$ cat src/rtl/axi_dbus_arbiter.sv
// axi_dbus_arbiter: two-master round-robin AXI4 arbiter sharing the dBus, independent read/write paths.
module axi_dbus_arbiter #(
  parameter int ADDR_W = 32,
  parameter int DATA_W = 64,
  parameter int ID_W = 16
) (
  input  logic clk,
  input  logic rst,
  input  logic m0_arvalid, output logic m0_arready, input logic [ADDR_W-1:0] m0_araddr,
  input  logic [ID_W-1:0] m0_arid, input logic [7:0] m0_arlen, input logic [2:0] m0_arsize, input logic [1:0] m0_arburst,
  output logic m0_rvalid, input logic m0_rready, output logic [DATA_W-1:0] m0_rdata,
  output logic [ID_W-1:0] m0_rid, output logic [1:0] m0_rresp, output logic m0_rlast,
  input  logic m0_awvalid, output logic m0_awready, input logic [ADDR_W-1:0] m0_awaddr,
  input  logic [ID_W-1:0] m0_awid, input logic [7:0] m0_awlen, input logic [2:0] m0_awsize, input logic [1:0] m0_awburst,
  input  logic m0_wvalid, output logic m0_wready, input logic [DATA_W-1:0] m0_wdata,
  input  logic [DATA_W/8-1:0] m0_wstrb, input logic m0_wlast,
  output logic m0_bvalid, input logic m0_bready, output logic [ID_W-1:0] m0_bid, output logic [1:0] m0_bresp,
  input  logic m1_arvalid, output logic m1_arready, input logic [ADDR_W-1:0] m1_araddr,
  input  logic [ID_W-1:0] m1_arid, input logic [7:0] m1_arlen, input logic [2:0] m1_arsize, input logic [1:0] m1_arburst,
  output logic m1_rvalid, input logic m1_rready, output logic [DATA_W-1:0] m1_rdata,
  output logic [ID_W-1:0] m1_rid, output logic [1:0] m1_rresp, output logic m1_rlast,
  input  logic m1_awvalid, output logic m1_awready, input logic [ADDR_W-1:0] m1_awaddr,
  input  logic [ID_W-1:0] m1_awid, input logic [7:0] m1_awlen, input logic [2:0] m1_awsize, input logic [1:0] m1_awburst,
  input  logic m1_wvalid, output logic m1_wready, input logic [DATA_W-1:0] m1_wdata,
  input  logic [DATA_W/8-1:0] m1_wstrb, input logic m1_wlast,
  output logic m1_bvalid, input logic m1_bready, output logic [ID_W-1:0] m1_bid, output logic [1:0] m1_bresp,
  output logic s_arvalid, input logic s_arready, output logic [ADDR_W-1:0] s_araddr,
  output logic [ID_W-1:0] s_arid, output logic [7:0] s_arlen, output logic [2:0] s_arsize, output logic [1:0] s_arburst,
  input  logic s_rvalid, output logic s_rready, input logic [DATA_W-1:0] s_rdata,
  input  logic [ID_W-1:0] s_rid, input logic [1:0] s_rresp, input logic s_rlast,
  output logic s_awvalid, input logic s_awready, output logic [ADDR_W-1:0] s_awaddr,
  output logic [ID_W-1:0] s_awid, output logic [7:0] s_awlen, output logic [2:0] s_awsize, output logic [1:0] s_awburst,
  output logic s_wvalid, input logic s_wready, output logic [DATA_W-1:0] s_wdata,
  output logic [DATA_W/8-1:0] s_wstrb, output logic s_wlast,
  input  logic s_bvalid, output logic s_bready, input logic [ID_W-1:0] s_bid, input logic [1:0] s_bresp,
  output logic rd_busy,
  output logic wr_busy,
  output logic rd_owner,
  output logic wr_owner
);
  typedef enum logic [1:0] {R_IDLE, R_ADDR, R_DATA} rdState_e;
  typedef enum logic [1:0] {W_IDLE, W_ACT, W_RESP} wrState_e;
  rdState_e rdState, rdStateNxt;
  wrState_e wrState, wrStateNxt;
  logic rdOwner, rdOwnerNxt, rdRr, rdRrNxt, wrOwner, wrOwnerNxt, wrRr, wrRrNxt;
  logic awDone, awDoneNxt, wDone, wDoneNxt;
  logic rdAddr, rdData, awOpen, wOpen, wrResp, awHs, wLastHs;
  always_ff @(posedge clk)
    if (rst) begin
      rdState <= R_IDLE;
      wrState <= W_IDLE;
      rdOwner <= 1'b0;
      wrOwner <= 1'b0;
      rdRr <= 1'b1;
      wrRr <= 1'b1;
      awDone <= 1'b0;
      wDone <= 1'b0;
    end else begin
      rdState <= rdStateNxt;
      wrState <= wrStateNxt;
      rdOwner <= rdOwnerNxt;
      wrOwner <= wrOwnerNxt;
      rdRr <= rdRrNxt;
      wrRr <= wrRrNxt;
      awDone <= awDoneNxt;
      wDone <= wDoneNxt;
    end
  assign rdAddr = rdState == R_ADDR;
  assign rdData = rdState == R_DATA;
  assign awOpen = wrState == W_ACT && !awDone;
  assign wOpen = wrState == W_ACT && !wDone;
  assign wrResp = wrState == W_RESP;
  assign rd_busy = rdState != R_IDLE;
  assign wr_busy = wrState != W_IDLE;
  assign rd_owner = rdOwner;
  assign wr_owner = wrOwner;
  assign s_arvalid = rdAddr && (rdOwner ? m1_arvalid : m0_arvalid);
  assign s_araddr = rdOwner ? m1_araddr : m0_araddr;
  assign s_arid = rdOwner ? m1_arid : m0_arid;
  assign s_arlen = rdOwner ? m1_arlen : m0_arlen;
  assign s_arsize = rdOwner ? m1_arsize : m0_arsize;
  assign s_arburst = rdOwner ? m1_arburst : m0_arburst;
  assign m0_arready = rdAddr && !rdOwner && s_arready;
  assign m1_arready = rdAddr && rdOwner && s_arready;
  assign s_rready = rdData && (rdOwner ? m1_rready : m0_rready);
  assign m0_rvalid = rdData && !rdOwner && s_rvalid;
  assign m1_rvalid = rdData && rdOwner && s_rvalid;
  assign {m0_rdata, m0_rid, m0_rresp, m0_rlast} = {s_rdata, s_rid, s_rresp, s_rlast};
  assign {m1_rdata, m1_rid, m1_rresp, m1_rlast} = {s_rdata, s_rid, s_rresp, s_rlast};
  assign s_awvalid = awOpen && (wrOwner ? m1_awvalid : m0_awvalid);
  assign s_awaddr = wrOwner ? m1_awaddr : m0_awaddr;
  assign s_awid = wrOwner ? m1_awid : m0_awid;
  assign s_awlen = wrOwner ? m1_awlen : m0_awlen;
  assign s_awsize = wrOwner ? m1_awsize : m0_awsize;
  assign s_awburst = wrOwner ? m1_awburst : m0_awburst;
  assign m0_awready = awOpen && !wrOwner && s_awready;
  assign m1_awready = awOpen && wrOwner && s_awready;
  assign s_wvalid = wOpen && (wrOwner ? m1_wvalid : m0_wvalid);
  assign s_wdata = wrOwner ? m1_wdata : m0_wdata;
  assign s_wstrb = wrOwner ? m1_wstrb : m0_wstrb;
  assign s_wlast = wrOwner ? m1_wlast : m0_wlast;
  assign m0_wready = wOpen && !wrOwner && s_wready;
  assign m1_wready = wOpen && wrOwner && s_wready;
  assign s_bready = wrResp && (wrOwner ? m1_bready : m0_bready);
  assign m0_bvalid = wrResp && !wrOwner && s_bvalid;
  assign m1_bvalid = wrResp && wrOwner && s_bvalid;
  assign {m0_bid, m0_bresp} = {s_bid, s_bresp};
  assign {m1_bid, m1_bresp} = {s_bid, s_bresp};
  assign awHs = s_awvalid && s_awready;
  assign wLastHs = s_wvalid && s_wready && s_wlast;
  always_comb begin
    rdStateNxt = rdState;
    rdOwnerNxt = rdOwner;
    rdRrNxt = rdRr;
    if (rdState == R_IDLE && (m0_arvalid || m1_arvalid)) begin
      rdStateNxt = R_ADDR;
      rdOwnerNxt = (m0_arvalid && m1_arvalid) ? !rdRr : m1_arvalid;
    end
    if (rdAddr && s_arvalid && s_arready) rdStateNxt = R_DATA;
    if (rdData && s_rvalid && s_rready && s_rlast) begin
      rdStateNxt = R_IDLE;
      rdRrNxt = rdOwner;
    end
  end
  always_comb begin
    wrStateNxt = wrState;
    wrOwnerNxt = wrOwner;
    wrRrNxt = wrRr;
    awDoneNxt = awDone || awHs;
    wDoneNxt = wDone || wLastHs;
    if (wrState == W_IDLE && (m0_awvalid || m1_awvalid)) begin
      wrStateNxt = W_ACT;
      wrOwnerNxt = (m0_awvalid && m1_awvalid) ? !wrRr : m1_awvalid;
    end
    // flags clear as soon as both halves of the request have been accepted
    if (wrState == W_ACT && awDoneNxt && wDoneNxt) begin
      wrStateNxt = W_RESP;
      awDoneNxt = 1'b0;
      wDoneNxt = 1'b0;
    end
    if (wrResp && s_bvalid && s_bready) begin
      wrStateNxt = W_IDLE;
      wrRrNxt = wrOwner;
    end
  end
endmodule
$ cat config.mk
export PLATFORM = sky130hd
export DESIGN_NAME = axi_dbus_arbiter
export DESIGN_NICKNAME = d
export VERILOG_FILES = /design/src/rtl/axi_dbus_arbiter.sv
export SDC_FILE = /design/constraint.sdc
export NUM_CORES = 1
export LEC_CHECK = 0
export BUFFER_PORTS_ARGS = -buffer_cell sky130_fd_sc_hd__buf_4
export CAP_MARGIN = 0
export CELL_PAD_IN_SITES_DETAIL_PLACEMENT = 2
export CELL_PAD_IN_SITES_GLOBAL_PLACEMENT = 2
export CORE_AREA = 2 2 354 356
export CTS_BUF_LIST = sky130_fd_sc_hd__clkbuf_16
export CTS_CLUSTER_DIAMETER = 200
export CTS_CLUSTER_SIZE = 25
export DETAILED_ROUTE_END_ITERATION = 10
export DIE_AREA = 0 0 356 358
export PLACE_DENSITY = 0.48
export SETUP_SLACK_MARGIN = 0.3
export SLEW_MARGIN = 10
export SYNTH_ARGS = -nofsm -noshare
export SYNTH_HDL_FRONTEND = slang
export SYNTH_SLANG_ARGS = --single-unit
$ cat constraint.sdc
create_clock -name clk -period 2.1 [get_ports clk]
set_input_delay 0.21 -clock clk [delete_from_list [all_inputs] [get_ports clk]]
set_output_delay 0.21 -clock clk [all_outputs]
set_load 0.005 [all_outputs]
==> results of run 1 <==
power breakdown:
| part | internal [uW] | switching, uW |
|---|---|---|
| clock network | 251 | 104 |
| registers | 200 | 22.3 |
| logic | 1290 | 1090 |
path summary, 6_finish.rpt:
check                start  slack [ns]            to
setup / recovery  wr_owner        0.31  s_awaddr[24]
hold / removal         rst        0.21        awDone
setup reg to reg  wr_owner        0.49        awDone
hold reg to reg       wrRr        0.54          wrRr
kinds of logic (layout without fill, tap and decap cells):
logic type	Yosys count	count (layout)	synth area share
AO/OA/AOI/OAI	24	24	0.03690
buffers and inverters	236	662	0.3718
flip-flops	10	10	0.04439
multiplexers	200	200	0.4981
other	0	3	0
AND/OR/NAND/NOR	37	37	0.04883
sequential cells by signal, summed over array words and instances (netlist names):
signal	count
wrRr	1
wDone	1
awDone	1
wrState	2
rdState	2
rd_owner	1
rdRr	1
wr_owner	1
cells in the final DEF, fill, tap and decap left out, types with 5 or more instances in the layout:
master / n
mux2_4: 10
buf_12: 6
inv_1: 8
nor3_1: 5
nor2_1: 10
buf_16: 5
dfxtp_1: 7
o21ai_0: 9
buf_4: 636
nand3b_1: 5
mux2_2: 185
area by class of cell:
cell class	instances	area share
multi-input combinational	261	0.2643
tap	1637	0.2022
clock buffer	3	0.007410
antenna	3	0.0007410
clock inverter	1	0.0003705
inverter	8	0.002964
sequential	10	0.02062
timing repair buffer	650	0.5014
worst max-delay path, delay by kind of cell, from the launching register on:
kind | cells | cell delay, ns
buffers and inverters | 3 | 0.48
flip-flops | 1 | 0.43
multiplexers | 1 | 0.39
per-stage QoR:
| stage | hold WS, ns | util | cells |
|---|---|---|---|
| after global routing | 0.2221 | 0.08210 | 2570 |
| final | 0.2148 | 0.08216 | 2573 |
| after detailed placement | 0.4201 | 0.07893 | 2549 |
| after floorplan | 0.2746 | - | 507 |
| after CTS | 0.2253 | 0.08152 | 2567 |
| after global placement | 0.4201 | 0.07893 | 2549 |
repair_timing:
item,in CTS,in global routing
pin swaps,0,1
resized for setup,13,12
buffers inserted,11,1
cloned,3,2
endpoints found under the setup margin,97,122
hold buffers,0,0
routing by layer:
layer,up-vias,GRT usage
li1,2412,-
met1,2614,0.1118
met2,539,0.1776
met3,120,0.04529
met4,28,0.01755
met5,-,0
==> flow_summary.toml, run 1 <==
[outcome]
run_status = "finished, final reports clean"

[clocking]
cts-htree-levels = 1
cts_tree = "yes"
clk-insertion-delay-late_ns = 0.24
numClockSinks = 10
cts-root-buf = "clkbuf_16"
path_clk_slew_ns = 0.05
cts.path.max_buffers = 2
cts_made_buffers = 3

[synthesis]
yosysWarnings = 0
synth_top_area_frac = 0.4870
ys_ff_latch = 10
yosysMostFrequentCell = "buf_4"
netlist_area_um2 = 4509
synthFlopType = "dfxtp_1"
synth_commonest_cells = "203 x buf_4, 195 x mux2_2, 23 x buf_2"
synthTopCellsByArea = "mux2_2 49%, buf_4 34%, dfxtp_1 4.4%"
synthesis.nets = 1015
netlist_instances = 507
synthArstFlopShare = 0
yosysTopAreaCell = "mux2_2"
synth_edf_count = 0
ys_types = 29
ys_seq_area_frac = 0.04440
syn_area_per_cell_um2 = 8.894

[power_and_ir_drop]
ir_worst_vdd_mv = 0.2551
finalPower_uw = 2952
p_per_area_nw_per_um2 = 291.4
p_leak_uw = 0.004225

[placement]
dp_hpwl_mm = 63.91
place_congestion = 0.9308
pre_cts_ws_ns = 0.4156
place_area_um2 = 9733
io_buffers = 623

[routing]
drt_iter0_markers = 192
drt-total-wl_mm = 68.49
wl_per_cell_um = 26.62
top_layer_used = "met5"
num_vias = 5713
drc = 0
wl_met1_mm = 25.46
antenna_left = 0
dr_wl_met2_mm = 33.56
drtPass1Iterations = 4
wl_met3_mm = 7.860
post_drt_via_cell_ratio = 2.220

[critical_path]
end_kind = "output port"
rr_worst_depth = 5
cp-start-kind = "register"
arrival_ns = 1.58
path_class = "reg -> out"
path_cells = "buf_12 -> buf_16 -> mux2_2 -> buf_4"
cp_slowest_cell = "dfxtp_4"
cpPeakStageDelay_ns = 0.43
required_ns = 1.89
critPathMaxFanout = 10

[die]
num_io_pins = 924
rows = 129
coreArea_um2 = 123300
fp.dieH_um = 358
die_w_um = 356
die_area_um2 = 127400
initial_core_util = 0.03657

[finish]
syn_to_final_growth_pct = 124.7
filler_cell_count = 14664
nets = 1442
register_area_um2 = 209.0
final_area_um2 = 10130
multi_input_area_um2 = 2678
drive_gt1_frac = 0.9228

[timing]
finalHoldViolCount = 0
slew-limit-headroom = 0.7512
period_share = 0.8547
fin_tns_setup_ns = 0
finalWorstSetupSlack_ns = 0.3051
setup_viol = 0
rsz0062_at_grt = "true"
period_minus_slack_ns = 1.795
tightestPinTransition_ns = 0.3721
fin_worst_skew_ns = 0.0003649
slew_violations = 0
fmax_ghz = 0.5571

[grt]
antenna_found_initial = 28
grt_pass1_vias = 6528
grt_usage = 0.1007
grt_overflow = 0
grt_max_degree = 36
grt_pass1_wl_mm = 80.87

[job]
max-cap-violations = 0

[worst_hold_path]
hold_path.class = "in -> reg"
min_delay_path_depth = 2
No activity file was read; power rests on OpenSTA's default activity.
==> run 2, diff against run 1 <==
--- a/config.mk
+++ b/config.mk
@@ -5,17 +5,17 @@
 export SDC_FILE = /design/constraint.sdc
 export NUM_CORES = 1
 export LEC_CHECK = 0
-export BUFFER_PORTS_ARGS = -buffer_cell sky130_fd_sc_hd__buf_4
 export CAP_MARGIN = 0
 export CELL_PAD_IN_SITES_DETAIL_PLACEMENT = 2
 export CELL_PAD_IN_SITES_GLOBAL_PLACEMENT = 2
-export CORE_AREA = 2 2 354 356
+export CORE_AREA = 2 2 361 363
 export CTS_BUF_LIST = sky130_fd_sc_hd__clkbuf_16
 export CTS_CLUSTER_DIAMETER = 200
 export CTS_CLUSTER_SIZE = 25
 export DETAILED_ROUTE_END_ITERATION = 10
-export DIE_AREA = 0 0 356 358
-export PLACE_DENSITY = 0.48
+export DIE_AREA = 0 0 363 365
+export DONT_BUFFER_PORTS = 1
+export PLACE_DENSITY = 0.31
 export SETUP_SLACK_MARGIN = 0.3
 export SLEW_MARGIN = 10
 export SYNTH_ARGS = -nofsm -noshare
==> run 2 against run 1 <==
Against the previous run: global-route usage is 0.63 points lower; fmax is 1.7% higher; utilization is 4.0 points lower; final cell count is 22% lower; critical path depth is 2 lower; clock power hardly changed; highest routed layer unchanged.
==> flow_summary.toml, run 2 (synthesized netlist as in run 1, its figures left out) <==
[clocking]
cts_tree = "yes"
cts.path.max_buffers = 2
cts_made_buffers = 3
numClockSinks = 10
cts_hold_buffers = 0
path_clk_slew_ns = 0.05
cts-root-buf = "clkbuf_16"
cts-htree-levels = 1
clk-insertion-delay-late_ns = 0.24

[critical_path]
path_class = "reg -> out"
cp_top_family = "flip-flops"
required_ns = 1.89
timing.reg2reg.setup_slack_ns = 0.45
r2r-start = "wr_owner"
cpPeakStageDelay_ns = 0.49
cp_slowest_cell = "dfxtp_4"
r2r-end = "awDone"
path_buf_inv = 1
rr_worst_depth = 5
cp-start-kind = "register"
end_kind = "output port"
arrival_ns = 1.56
path_cells = "buf_16 -> mux2_2"
critPathMaxFanout = 48

[power_and_ir_drop]
p_int_uw = 846.4
clkPwrFrac = 0.202
pwr-share-comb = 0.669
p_sw_uw = 893.7
p_per_area_nw_per_um2 = 323.1
seqPwrFrac = 0.129
p_leak_uw = 0.001150
p_sw_frac = 0.5136
ir_worst_vdd_mv = 0.1870

[routing]
drt-total-wl_mm = 67.25
wl_per_cell_um = 33.67
num_vias = 3603
drtPass1Iterations = 4
post_drt_via_cell_ratio = 1.804
drt_iter0_markers = 134
antenna_left = 0
drc = 0

[placement]
place_congestion = 0.7835
dp_hpwl_mm = 63.96
pre_cts_ws_ns = 0.4682
io_buffers = 0
place_area_um2 = 5141
place_inst = 1969

[timing]
finalWorstSetupSlack_ns = 0.3344
slew-limit-headroom = 0.6901
period_minus_slack_ns = 1.766
whs_ns = 0.03165
fmax_ghz = 0.5664
finalHoldViolCount = 0
fin_worst_skew_ns = 0.001021
slew_violations = 0
rsz0062_at_grt = "true"
setup_viol = 0
period_share = 0.8408
tightestPinTransition_ns = 0.4558
fin_tns_setup_ns = 0

[grt]
grt_pass1_wl_mm = 73.15
grt_usage = 0.09443
grt_overflow = 0
grt_pass1_vias = 3521
grt_max_degree = 49
antenna_found_initial = 80

[finish]
top_regs = "rdState (2), wrState (2)"
stdcell_count = 1997
nets = 817
drive_gt1_frac = 0.7662
final_common_cell = "mux2_2"
final_area_um2 = 5385
layout_common_cells = "195 x mux2_2, 16 x buf_4, 9 x o21ai_0"
syn_to_final_growth_pct = 19.42

[job]
max-cap-violations = 0

[worst_hold_path]
hold_end = "wr_owner"
min_delay_path_depth = 1
hold_path.class = "in -> reg"
min_from = "rst"

[die]
rows = 132
num_io_pins = 924
coreArea_um2 = 128700
die_area_um2 = 132500
initial_core_util = 0.03505
die_w_um = 363
fp.dieH_um = 365

[outcome]
run_status = "finished, final reports clean"
[run 2: changes by cell type in the layout (fill, tap and decap cells not counted), sizes merged]
cell	delta
buf	-625
diode	+11
[run 2: layout make-up]
type                    count  area [um^2]
diodes                     14        35.03
fillers                 15252       123300
flip-flops and latches     10        207.7
multi-input cells         261         2641
clock inverters             1        3.754
inverters                   8        30.03
clock buffers               3        75.07
well taps                1675         2096
repair buffers             25        296.5
[run 2: worst max path at each step]
| stage | startpoint | slack [ns] | to | cells past startpoint |
|---|---|---|---|---|
| 6_report | rd_owner | 0.33 | s_arid[14] | 2 |
| 5_1_grt | wrState[0] | 0.29 | m1_awready | 4 |
| 4_1_cts | wr_owner | 0.30 | s_wdata[55] | 2 |
| 3_5_place_dp | wr_owner | 0.47 | wrRr | 3 |
| 3_3_place_gp | wr_owner | 0.31 | wrState[1] | 3 |
| 2_1_floorplan | rd_owner | 0.65 | s_arburst[0] | 4 |
[run 2: power by group through the flow]
stage	Combinational [uW]	Clock, uW	Sequential (uW)
detailed placement	1210	0	238
global placement	1220	0	238
CTS	1230	360	231
floorplan	868	0	210
finish	1160	352	225
global route	1250	375	228
[run 2: stage by stage]
| stage | power, uW | utilization |
|---|---|---|
| 2_1_floorplan | 1078 | - |
| 3_3_place_gp | 1454 | 0.03996 |
| 3_5_place_dp | 1450 | 0.03996 |
| 4_1_cts | 1826 | 0.04081 |
| 5_1_grt | 1852 | 0.04162 |
| 6_report | 1740 | 0.04186 |
[run 2: layer usage]
layer  wire length, um  global-route usage  share of wire
met5               503                   0         0.0075
met4              1603            0.007160          0.024
met3              8896             0.05581           0.13
met2             32260              0.1682           0.48
met1             23980             0.09889           0.36
[run 2: timing repair]
action | 4_1_cts | 5_1_grt
setup endpoints to repair | 39 | 64
hold endpoints to repair | 0 | 0
resized for setup | 3 | 2
pin swaps | 0 | 0
cloned | 0 | 1
buffers inserted | 1 | 8
